### src/rtl/norm_lzc_pipe.sv
// Two-stage leading-zero normaliser: counts leading zeros, left-shifts the mantissa to put the
// leading one at the MSB, and lowers the exponent by the applied shift. The shift can be capped
// by MAX_SHIFT and, optionally, by the incoming exponent so that results become subnormal
// instead of wrapping. Valid/ready on both sides with full backpressure.
module norm_lzc_pipe #(
  parameter int unsigned WIDTH        = 27,
  parameter int unsigned EXP_W        = 8,
  parameter int unsigned MAX_SHIFT    = 27,
  parameter bit          CLAMP_TO_EXP = 1'b1,
  parameter int unsigned CW           = $clog2(WIDTH + 1)
) (
  input  logic             clk,
  input  logic             rst,
  input  logic             in_valid,
  output logic             in_ready,
  input  logic [WIDTH-1:0] in_data,
  input  logic [EXP_W-1:0] in_exp,
  output logic             out_valid,
  input  logic             out_ready,
  output logic [WIDTH-1:0] out_data,
  output logic [EXP_W-1:0] out_exp,
  output logic [CW-1:0]    out_count,
  output logic             out_zero,
  output logic             out_sat
);

  // Common width for comparing the count against MAX_SHIFT and the exponent.
  localparam int unsigned    CmpW      = (CW > EXP_W) ? CW : EXP_W;
  localparam logic [CmpW-1:0] MaxShiftC = CmpW'(MAX_SHIFT);

  logic             s1_valid;
  logic [WIDTH-1:0] s1_data;
  logic [EXP_W-1:0] s1_exp;
  logic [CW-1:0]    s1_shift;
  logic             s1_zero;
  logic             s1_sat;
  logic             s2_valid;

  logic [CW-1:0]    lz;
  logic [CmpW-1:0]  lz_ext;
  logic [CmpW-1:0]  lim;
  logic [CW-1:0]    shift_d;
  logic             sat_d;
  logic             advance;

  // Stage 2 can take a new word when empty or when its current word is leaving.
  assign advance   = !s2_valid || out_ready;
  assign in_ready  = !s1_valid || advance;
  assign out_valid = s2_valid;

  // Leading-zero count: the highest set bit wins, WIDTH when the word is zero.
  always_comb begin
    lz = CW'(WIDTH);
    for (int unsigned i = 0; i < WIDTH; i++) begin
      if (in_data[i]) lz = CW'(WIDTH - 1 - i);
    end
  end

  // Applied shift: limited by MAX_SHIFT and optionally by the exponent (subnormal result).
  always_comb begin
    lz_ext = CmpW'(lz);
    lim    = (lz_ext < MaxShiftC) ? lz_ext : MaxShiftC;
    if (CLAMP_TO_EXP && (CmpW'(in_exp) < lim)) lim = CmpW'(in_exp);
    // lim never exceeds lz <= WIDTH, so it always fits in CW bits.
    shift_d = CW'(lim);
    sat_d   = (lim < lz_ext);
  end

  // Stage 1: capture the word and its count; refills whenever it empties or moves on.
  always_ff @(posedge clk) begin
    if (rst) begin
      s1_valid <= 1'b0;
      s1_data  <= '0;
      s1_exp   <= '0;
      s1_shift <= '0;
      s1_zero  <= 1'b0;
      s1_sat   <= 1'b0;
    end else if (in_ready) begin
      s1_valid <= in_valid;
      if (in_valid) begin
        s1_data  <= in_data;
        s1_exp   <= in_exp;
        s1_shift <= shift_d;
        s1_zero  <= (in_data == '0);
        s1_sat   <= sat_d;
      end
    end
  end

  // Stage 2: shift and adjust the exponent; outputs hold while stalled or idle.
  always_ff @(posedge clk) begin
    if (rst) begin
      s2_valid  <= 1'b0;
      out_data  <= '0;
      out_exp   <= '0;
      out_count <= '0;
      out_zero  <= 1'b0;
      out_sat   <= 1'b0;
    end else if (advance) begin
      s2_valid <= s1_valid;
      if (s1_valid) begin
        out_data  <= s1_data << s1_shift;
        // Modulo 2^EXP_W; cannot wrap when the shift is clamped to the exponent.
        out_exp   <= s1_exp - EXP_W'(s1_shift);
        out_count <= s1_shift;
        out_zero  <= s1_zero;
        out_sat   <= s1_sat;
      end
    end
  end

endmodule

### config.mk
export PLATFORM = sky130hd
export DESIGN_NAME = norm_lzc_pipe
export DESIGN_NICKNAME = d
export VERILOG_FILES = /design/src/rtl/norm_lzc_pipe.sv
export SDC_FILE = /design/constraint.sdc
export NUM_CORES = 1
export LEC_CHECK = 0
export ABC_AREA = 1
export BUFFER_PORTS_ARGS = -buffer_cell sky130_fd_sc_hd__buf_2
export CORE_ASPECT_RATIO = 1.25
export CORE_UTILIZATION = 57
export DETAILED_ROUTE_END_ITERATION = 8
export PLACE_DENSITY = 0.81
export SETUP_SLACK_MARGIN = 0.3
export SLEW_MARGIN = 40
export SYNTH_ARGS = -nofsm -noshare
export SYNTH_HDL_FRONTEND = slang
export SYNTH_SLANG_ARGS = --single-unit
export TNS_END_PERCENT = 50
### constraint.sdc
create_clock -name clk -period 3.4 [get_ports clk]
set_clock_uncertainty 0.05 [all_clocks]
set_input_delay 0.51 -clock clk [delete_from_list [all_inputs] [get_ports clk]]
set_output_delay 0.51 -clock clk [all_outputs]
set_load 0.03 [all_outputs]
==> impl_metrics.yaml, run 1 <==
placement:
  pre_cts_slack_ns: -0.01916
  hpwl_after_detailed_placement_mm: 8.830
  port-buffer-count: 82
  place_congestion: 0.9292
  detailed_place.area_um2: 5340
die:
  dieWidth_um: 85.06
  floorplan.initialDensity: 0.5931
  core_area_um2: 8287
  core.rowCount: 37
  top_level_ports: 83
  die_area_um2: 9000
  die_h_um: 105.8
synth:
  synth.ff_latch_count: 86
  asyncSetResetFlopFracSynth: 0
  syn-num-nets: 805
  synth.avg_cell_area_um2: 6.536
  netlist_area_um2: 4915
  synth_sequential_area_ratio: 0.3503
  yosysWarnings: 0
  ys.flop_type: "sky130_fd_sc_hd__dfxtp_1"
  synth_enable_flop_cells: 0
  synthesis.instances: 752
  synth.lib_cells_used.distinct: 38
clock_tree:
  cts_buffers: 9
  max-clock-path-buffers: 2
  worst_skew_pair.late_latency_ns: 0.37
  cts_num_sinks: 86
  cts.root.buffer_cell: "sky130_fd_sc_hd__clkbuf_8"
  tritoncts: "done"
  htreeDepth: 3
  clk_pin_slew_worst_paths_ns: 0.08
power_and_ir_drop:
  power_leakage_nw: 2.718
  power_density_over_cell_area_nw_per_um2: 439.6
  peakVddDrop_v: 0.0002239
global_route:
  grt_remaining_overflow: 0
  grt_pass1_wl_mm: 19.62
  first_global_vias: 4459
  grt_util_all_layers: 0.2690
  maximum_number_of_pins_on_one_net_before_global_route_repair: 53
  grt_antenna_before_repair: 0
setup_path:
  setup.worst_path.start_class: "primary input"
  critical_path_required_ns: 3.66
  critical_path.endpoint_type: "register"
  path_buf_inv: 5
  worstPathArrival_ns: 3.36
  critPathMostFrequentCell: "sky130_fd_sc_hd__nand2_1"
  crit_path_max_incr_delay_ns: 0.28
  crit_family: "simple AND/OR/NAND/NOR gates"
  reg2reg_setup_slack_ns: 0.79
  critical_path.max_fanout: 8
  worst-setup-path-type: "primary input to register"
  slowest_stage: "sky130_fd_sc_hd__ha_1"
finish:
  antennaDiodeCount: 0
  final_area_um2: 5642
  fillers: 720
  final_layout_size_suffix_gt1_frac: 0.1695
  final_cell_mix: "sky130_fd_sc_hd__nand2_1, sky130_fd_sc_hd__inv_1, sky130_fd_sc_hd__dfxtp_1, sky130_fd_sc_hd__buf_2, sky130_fd_sc_hd__o21ai_1"
  area.growth.synth_to_final_pct: 14.79
  most_common_library_cell_in_the_layout_ignoring_fill_and_taps: "sky130_fd_sc_hd__nand2_1"
  final_nets: 863
detailed_routing:
  drcViolationCount: 0
  post_drt_wl_per_cell_um: 13.14
  wl_final_mm: 11.97
  via_count: 5004
  route.antenna.remaining_nets: 0
  vias_per_cell: 5.493
  dr.first_iter.drc_count: 290
  dr_pass1_iterations: 5
timing:
  maxSlewViolCount: 0
  timing.setup.tns_ns: 0
  worst_pin_slew_ns: 0.7543
  clock.fmax_mhz: 322.4
  unrepaired_setup_endpoints_after_global_routing: "true"
  final_hold_viol_count: 0
  timing.final.ws_setup_ns: 0.2982
  period_needed_ns: 3.102
  final_min_period_over_clock_period: 0.9123
  timing.final.setup_violations: 0
  maxSlewHeadroom: 0.4964
job:
  timing.max_cap.violations: 0
run_status:
  run_status: "finished clean"
worst_hold_path:
  hp-class: "primary input to register"
[stage by stage]
step / util / total power, mW / cells / hold WS (ns)
global placement: 0.6444 / 1.676 / 894 / 0.3972
CTS: 0.6710 / 2.469 / 909 / 0.3591
detailed placement: 0.6444 / 1.693 / 894 / 0.4024
global route: 0.6808 / 2.600 / 911 / 0.3633
floorplan: - / 1.544 / 752 / 0.3797
finish: 0.6808 / 2.480 / 911 / 0.3632
[cell families (layout without fill, tap and decap cells)]
kind of cell	count (synthesis)	after routing	synth area share
buf+inv	153	215	0.1181
xor+xnor	3	3	0.005347
flops	86	86	0.3503
compound gates	223	223	0.2490
mux	16	16	0.03259
fa+ha+maj	14	14	0.03717
simple gates	257	257	0.2075
[layout make-up]
cell class	instances	area, um^2	area share
tap	97	121.4	0.02151
inverter	107	409.1	0.07252
clock buffer	10	137.6	0.02440
timing repair buffer	93	493.0	0.08738
clock inverter	5	82.58	0.01464
multi-input combinational	513	2676	0.4744
sequential	86	1722	0.3052
[report_power, final]
part           switching [mW]  total (mW)  leakage [nW]  internal, mW
Clock                   0.363       0.795         0.113         0.432
Sequential             0.0401        1.11         0.708          1.07
Combinational           0.381       0.572          1.90         0.191
Total                   0.784        2.48          2.72          1.70
[worst min-delay path: cells and delay by family]
| family | cells | cell delay [ns] |
|---|---|---|
| buffers and inverters | 2 | 0.16 |
| AOI/OAI and AO/OA | 1 | 0.05 |
[synth_stat cells (5+ instances only)]
library cell               count  area [um^2]
sky130_fd_sc_hd__nand2_1     168        630.6
sky130_fd_sc_hd__inv_1        92        345.3
sky130_fd_sc_hd__dfxtp_1      86         1722
sky130_fd_sc_hd__o21ai_1      78        390.4
sky130_fd_sc_hd__a21oi_1      74        370.4
sky130_fd_sc_hd__nor2_1       59        221.5
sky130_fd_sc_hd__clkbuf_1     36        135.1
sky130_fd_sc_hd__o21ai_0      32        160.2
sky130_fd_sc_hd__mux2i_1      16        160.2
sky130_fd_sc_hd__ha_1         13        162.7
sky130_fd_sc_hd__inv_2        13        48.80
sky130_fd_sc_hd__nand3_1      12        60.06
sky130_fd_sc_hd__o211ai_1      8        60.06
sky130_fd_sc_hd__a31oi_1       7        43.79
sky130_fd_sc_hd__buf_1         7        26.28
sky130_fd_sc_hd__nor3_1        5        25.02
[per-layer routing]
metal / GRT usage / share of wire / wire length [um] / vias to the layer above
met3: 0.03994 / 0.056 / 668 / 28
met4: 0.1320 / 0.026 / 313 / 0
met5: 0 / 0 / 0 / -
li1: - / - / - / 2566
met1: 0.3368 / 0.45 / 5336 / 2248
met2: 0.4487 / 0.47 / 5652 / 162
[registers in the layout, summed over array words and instances (netlist names)]
signal,count
out_count,5
out_zero,1
s1_exp,8
s1_sat,1
out_data,27
s1_zero,1
s1_shift,5
out_sat,1
s1_valid,1
s1_data,27
out_exp,8
out_valid,1
[final timing paths]
| kind | cells after the start | endpoint | from |
|---|---|---|---|
| setup reg to reg | 14 | out_exp[7] | s1_shift[1] |
| hold / removal | 3 | s1_data[1] | in_data[1] |
| hold reg to reg | 2 | out_data[15] | out_data[15] |
| setup / recovery | 31 | s1_sat | in_data[5] |
[what timing repair did]
item | 4_1_cts | 5_1_grt
setup buffers | 0 | 2
hold buffers | 0 | 0
resized for setup | 0 | 12
endpoints found under the hold margin | 0 | 0
setup endpoints to repair | 0 | 1
No activity file was read; power rests on OpenSTA's default activity.
==> inputs of run 2 (changes only) <==
--- a/config.mk
+++ b/config.mk
@@ -10,7 +10,7 @@
 export CORE_ASPECT_RATIO = 1.25
 export CORE_UTILIZATION = 57
 export DETAILED_ROUTE_END_ITERATION = 8
-export PLACE_DENSITY = 0.81
+export PLACE_DENSITY = 0.9
 export SETUP_SLACK_MARGIN = 0.3
 export SLEW_MARGIN = 40
 export SYNTH_ARGS = -nofsm -noshare
==> run 2 against run 1 <==
Design area about the same. Clock-buffer cell count up 1. Fmax down 0.52%. Sequential cell count unchanged. Power up 2.4%. Largest cell class unchanged. Die area unchanged. Combinational power up 1%. Non-clock buffer count unchanged. Worst hold slack worse by 0.012 ns. Clock power up 6.3%. Largest power group unchanged. Critical endpoint unchanged. Highest routed layer unchanged.
==> impl_metrics.yaml, run 2 (same netlist as run 1, synthesis figures left out) <==
placement:
  place_congestion: 0.9049
  port-buffer-count: 82
  hpwl_after_detailed_placement_mm: 9.076
clock_tree:
  cts.root.buffer_cell: "sky130_fd_sc_hd__clkbuf_8"
  hold_bufs_at_cts: 0
  cts_num_sinks: 86
  max-clock-path-buffers: 2
  htreeDepth: 3
  cts_buffers: 9
  clk_pin_slew_worst_paths_ns: 0.09
  tritoncts: "done"
  worst_skew_pair.late_latency_ns: 0.37
power_and_ir_drop:
  power_density_over_cell_area_nw_per_um2: 449.7
  power_switching_share: 0.3087
  p_clk_frac: 0.333
  intPower_mw: 1.755
  share_comb_of_total_power: 0.228
  peakVddDrop_v: 0.0001881
  p_sw_uw: 783.7
  power_leakage_nw: 2.716
  seq_power_share: 0.440
setup_path:
  worst-setup-path-type: "primary input to register"
  critical_path_required_ns: 3.64
  setup.worst_path.start_class: "primary input"
  r2r-start: "s1_shift[1]"
  crit_path_max_incr_delay_ns: 0.27
  reg2reg_setup_slack_ns: 0.86
  worstPathArrival_ns: 3.36
  timing.reg2reg.worst_path_depth: 14
  crit-reg2reg-capture: "out_exp[7]"
  critPathMostFrequentCell: "sky130_fd_sc_hd__nand2_1"
  critical_path.endpoint_type: "register"
  slowest_stage: "sky130_fd_sc_hd__ha_1"
  critical_path.max_fanout: 8
detailed_routing:
  post_drt_wl_per_cell_um: 13.50
  route.antenna.remaining_nets: 0
  via_count: 5041
  vias_per_cell: 5.527
  drcViolationCount: 0
  dr.first_iter.drc_count: 288
  dr_pass1_iterations: 5
  wl_final_mm: 12.32
timing:
  final_hold_viol_count: 0
  timing.final.setup_violations: 0
  maxSlewViolCount: 0
  hold_slack_ns: 0.3517
  period_needed_ns: 3.118
  unrepaired_setup_endpoints_after_global_routing: "true"
  worst_pin_slew_ns: 0.7866
  clock.fmax_mhz: 320.7
  maxSlewHeadroom: 0.4738
  final_min_period_over_clock_period: 0.9171
finish:
  area.growth.synth_to_final_pct: 14.87
  final_cell_mix: "sky130_fd_sc_hd__nand2_1, sky130_fd_sc_hd__inv_1, sky130_fd_sc_hd__dfxtp_1, sky130_fd_sc_hd__buf_2, sky130_fd_sc_hd__o21ai_1"
  final_nets: 863
  most_common_library_cell_in_the_layout_ignoring_fill_and_taps: "sky130_fd_sc_hd__nand2_1"
  antennaDiodeCount: 0
  final_layout_size_suffix_gt1_frac: 0.1706
  biggest_regs: "out_data: 27 flops, s1_data: 27 flops"
  final_core_util: 0.6813
die:
  floorplan.initialDensity: 0.5931
  core.rowCount: 37
  core_area_um2: 8287
  top_level_ports: 83
  die_area_um2: 9000
  dieWidth_um: 85.06
  die_h_um: 105.8
worst_hold_path:
  hold-path-cell-count: 3
  hp-class: "primary input to register"
  worstHoldStart: "in_exp[6]"
  min_to: "s1_exp[6]"
global_route:
  grt_pass1_wl_mm: 20.40
  maximum_number_of_pins_on_one_net_before_global_route_repair: 53
  grt_antenna_before_repair: 0
  first_global_vias: 4522
  grt_util_all_layers: 0.2807
  grt_remaining_overflow: 0
run_status:
  run_status: "finished clean"
job:
  timing.max_cap.violations: 0
-- run 2: power groups by stage --
stage          sequential, mW  combinational, mW  clock [mW]
3_5_place_dp             1.14              0.560           0
5_1_grt                  1.12              0.643       0.894
6_report                 1.12              0.578       0.845
2_1_floorplan            1.19              0.359           0
3_3_place_gp             1.13              0.541           0
4_1_cts                  1.11              0.563       0.851
-- run 2: worst max path at each step --
| stage | start | end | slack [ns] | cells past startpoint |
|---|---|---|---|---|
| floorplan | in_data[5] | s1_sat | 0.43 | 28 |
| global placement | in_data[5] | s1_sat | 0.11 | 29 |
| detailed placement | in_data[5] | s1_sat | -0.03 | 31 |
| CTS | in_data[5] | s1_sat | 0.34 | 31 |
| global route | in_data[2] | s1_sat | -0.11 | 44 |
| finish | in_data[5] | s1_sat | 0.28 | 31 |
-- run 2: cell type report --
type                       instances  area (um^2)
clock buffer                      11        131.4
multi-input combinational        513         2663
timing repair buffer              93        493.0
sequential                        86         1722
fill                             680         2641
tap                               97        121.4
inverter                         107        409.1
clock inverter                     5        106.4
-- run 2: per-stage QoR --
step | setup slack (ns) | total power, mW | setup TNS [ns] | area, um^2 | cells
finish | 0.2820 | 2.539 | 0 | 5645 | 912
CTS | 0.3410 | 2.529 | 0 | 5570 | 909
global route | -0.1129 | 2.660 | -0.1129 | 5645 | 912
detailed placement | -0.03091 | 1.697 | -0.03091 | 5333 | 893
floorplan | 0.4317 | 1.544 | 0 | 4915 | 752
global placement | 0.1053 | 1.675 | 0 | 5333 | 893
-- run 2: repair_timing --
item / CTS / global route
resized for setup: 0 / 12
buffers inserted: 0 / 3
endpoints found under the setup margin: 0 / 1
-- run 2: per-layer routing --
layer / routed length (um) / vias up / track usage
met1: 5436 / 2237 / 0.3491
met2: 5888 / 187 / 0.4706
li1: - / 2576 / -
met5: 0 / - / 0
met4: 391 / 0 / 0.1320
met3: 598 / 41 / 0.04620
-- run 2: critical path: cells and delay by family --
family,cells,cell delay (ns)
and+or+nand+nor,21,1.42
adders and majority gates,2,0.52
buffers and inverters,4,0.38
AOI/OAI and AO/OA,4,0.51
==> inputs of run 3 (changes only) <==
--- a/config.mk
+++ b/config.mk
@@ -7,7 +7,7 @@
 export LEC_CHECK = 0
 export ABC_AREA = 1
 export BUFFER_PORTS_ARGS = -buffer_cell sky130_fd_sc_hd__buf_2
-export CORE_ASPECT_RATIO = 1.25
+export CORE_ASPECT_RATIO = 0.8
 export CORE_UTILIZATION = 57
 export DETAILED_ROUTE_END_ITERATION = 8
 export PLACE_DENSITY = 0.9
==> run 3 against run 2 <==
Critical path depth fell by 10. Fmax fell by 2.2%. Sequential cell count did not move. Core utilization rose by 1.5 points. Clock-buffer cell count fell by 2. Worst hold slack improved by 0.021 ns. Setup slack got worse by 0.071 ns. Sequential power barely moved. Clock power fell by 1%. Critical path type unchanged. Largest cell class unchanged.
==> impl_metrics.yaml, run 3 (same netlist as run 1, synthesis figures left out) <==
timing:
  final_min_period_over_clock_period: 0.9381
  final_hold_viol_count: 0
  maxSlewHeadroom: 0.4594
  worst_pin_slew_ns: 0.8079
  timing.final.ws_setup_ns: 0.2105
  clock.fmax_mhz: 313.5
  maxSlewViolCount: 0
  period_needed_ns: 3.189
  unrepaired_setup_endpoints_after_global_routing: "true"
  timing.final.setup_violations: 0
finish:
  final_layout_size_suffix_gt1_frac: 0.1726
  final_core_util: 0.6963
  final-instance-count-excl-fill: 925
  biggest_regs: "out_data: 27 flops, s1_data: 27 flops"
  most_common_library_cell_in_the_layout_ignoring_fill_and_taps: "sky130_fd_sc_hd__nand2_1"
  final_area_um2: 5659
  fillers: 664
  final_nets: 867
  area.growth.synth_to_final_pct: 15.15
  antennaDiodeCount: 0
  final_cell_mix: "sky130_fd_sc_hd__nand2_1, sky130_fd_sc_hd__inv_1, sky130_fd_sc_hd__dfxtp_1, sky130_fd_sc_hd__buf_2, sky130_fd_sc_hd__o21ai_1"
setup_path:
  slowest_stage: "sky130_fd_sc_hd__nor3_1"
  critical_path.endpoint_type: "register"
  critical_path.cell_chain: "buf_2 -> nor2_1 -> inv_1 -> nor3_1 -> o41ai_1 -> nor2_1 -> inv_1 -> ha_1 -> a21oi_1 -> nand2_1 -> nand2_2 -> nand2_4 -> inv_8 -> nand2_1 -> o21ai_2 -> ha_4 -> a21oi_2 -> nand2_1 -> nand2_1 -> nand2_1 -> a21oi_2"
  critPathMostFrequentCell: "sky130_fd_sc_hd__nand2_1"
  crit_family: "simple AND/OR/NAND/NOR gates"
  worst-setup-path-type: "primary input to register"
  setup.worst_path.start_class: "primary input"
  critical_path.max_fanout: 8
  crit_path_max_incr_delay_ns: 0.38
  critical_path_required_ns: 3.63
  path_buf_inv: 4
  worstPathArrival_ns: 3.42
clock_tree:
  worst_skew_pair.late_latency_ns: 0.35
  cts_buffers: 9
  max-clock-path-buffers: 2
  tritoncts: "done"
  cts.root.buffer_cell: "sky130_fd_sc_hd__clkbuf_8"
  hold_bufs_at_cts: 0
  cts_num_sinks: 86
  clk_pin_slew_worst_paths_ns: 0.08
  htreeDepth: 3
detailed_routing:
  route.antenna.remaining_nets: 0
  post_drt_wl_per_cell_um: 14.55
  wl_final_mm: 13.46
  dr.first_iter.drc_count: 517
  drcViolationCount: 0
  dr_pass1_iterations: 6
  vias_per_cell: 5.597
  via_count: 5177
die:
  die_area_um2: 9000
  die_h_um: 85.06
  top_level_ports: 83
  floorplan.initialDensity: 0.6047
  core.rowCount: 29
  dieWidth_um: 105.8
  core_area_um2: 8128
global_route:
  grt_pass1_wl_mm: 22.03
  grt_antenna_before_repair: 0
  first_global_vias: 4727
  maximum_number_of_pins_on_one_net_before_global_route_repair: 53
  grt_util_all_layers: 0.3039
  grt_remaining_overflow: 0
placement:
  port-buffer-count: 82
  detailed_place.area_um2: 5361
  hpwl_after_detailed_placement_mm: 9.672
  place_congestion: 0.9425
  dp.cells: 906
  pre_cts_slack_ns: -0.09256
power_and_ir_drop:
  peakVddDrop_v: 0.0003288
  power_leakage_nw: 2.729
  power_density_over_cell_area_nw_per_um2: 449.7
worst_hold_path:
  hp-class: "primary input to register"
run_status:
  run_status: "finished clean"
job:
  timing.max_cap.violations: 0
run 3: final timing paths:
check             depth (start not counted)      endpoint   startpoint  slack (ns)
setup / recovery                         21        s1_sat   in_data[3]        0.21
setup reg to reg                         11  out_data[26]  s1_shift[0]        1.00
hold reg to reg                           2   out_data[9]  out_data[9]        0.42
hold / removal                            3   s1_data[21]  in_data[21]        0.37
run 3: stage by stage:
step	total power, mW	hold WS (ns)	TNS (ns)
floorplan	1.544	0.3797	0
global placement	1.691	0.3979	0
detailed placement	1.708	0.4039	-0.09256
CTS	2.525	0.3713	0
global route	2.666	0.3851	-0.05691
finish	2.545	0.3729	0
run 3: timing repair:
| action | in CTS | in global routing |
|---|---|---|
| setup buffers | 1 | 4 |
| pin swaps | 0 | 4 |
| setup endpoints to repair | 1 | 1 |
| endpoints found under the hold margin | 0 | 0 |
| gates resized for setup | 2 | 7 |
run 3: routing by layer:
metal / global-route usage / part of all wire / up-vias
li1: - / - / 2564
met1: 0.4131 / 0.44 / 2332
met2: 0.4843 / 0.45 / 245
met3: 0.07220 / 0.096 / 36
met4: 0.08333 / 0.020 / 0
met5: 0 / 0 / -
run 3: layout make-up:
type	count	area, um^2	area share
well taps	108	135.1	0.02388
clock buffers	9	123.9	0.02189
repair buffers	97	523.0	0.09242
flip-flops and latches	86	1722	0.3042
inverters	107	409.1	0.07230
clock inverters	5	100.1	0.01769
multi-input cells	513	2646	0.4676
run 3: where the power goes:
part / switching [mW] / total, mW / leakage [nW] / internal (mW)
clock: 0.358 / 0.836 / 0.115 / 0.478
sequential: 0.0408 / 1.11 / 0.708 / 1.07
combinational: 0.402 / 0.595 / 1.91 / 0.193
run 3: tightest hold or removal path, stage by stage:
cell	delay, ns
sky130_fd_sc_hd__buf_2	0.10
sky130_fd_sc_hd__inv_1	0.06
sky130_fd_sc_hd__a21oi_1	0.06
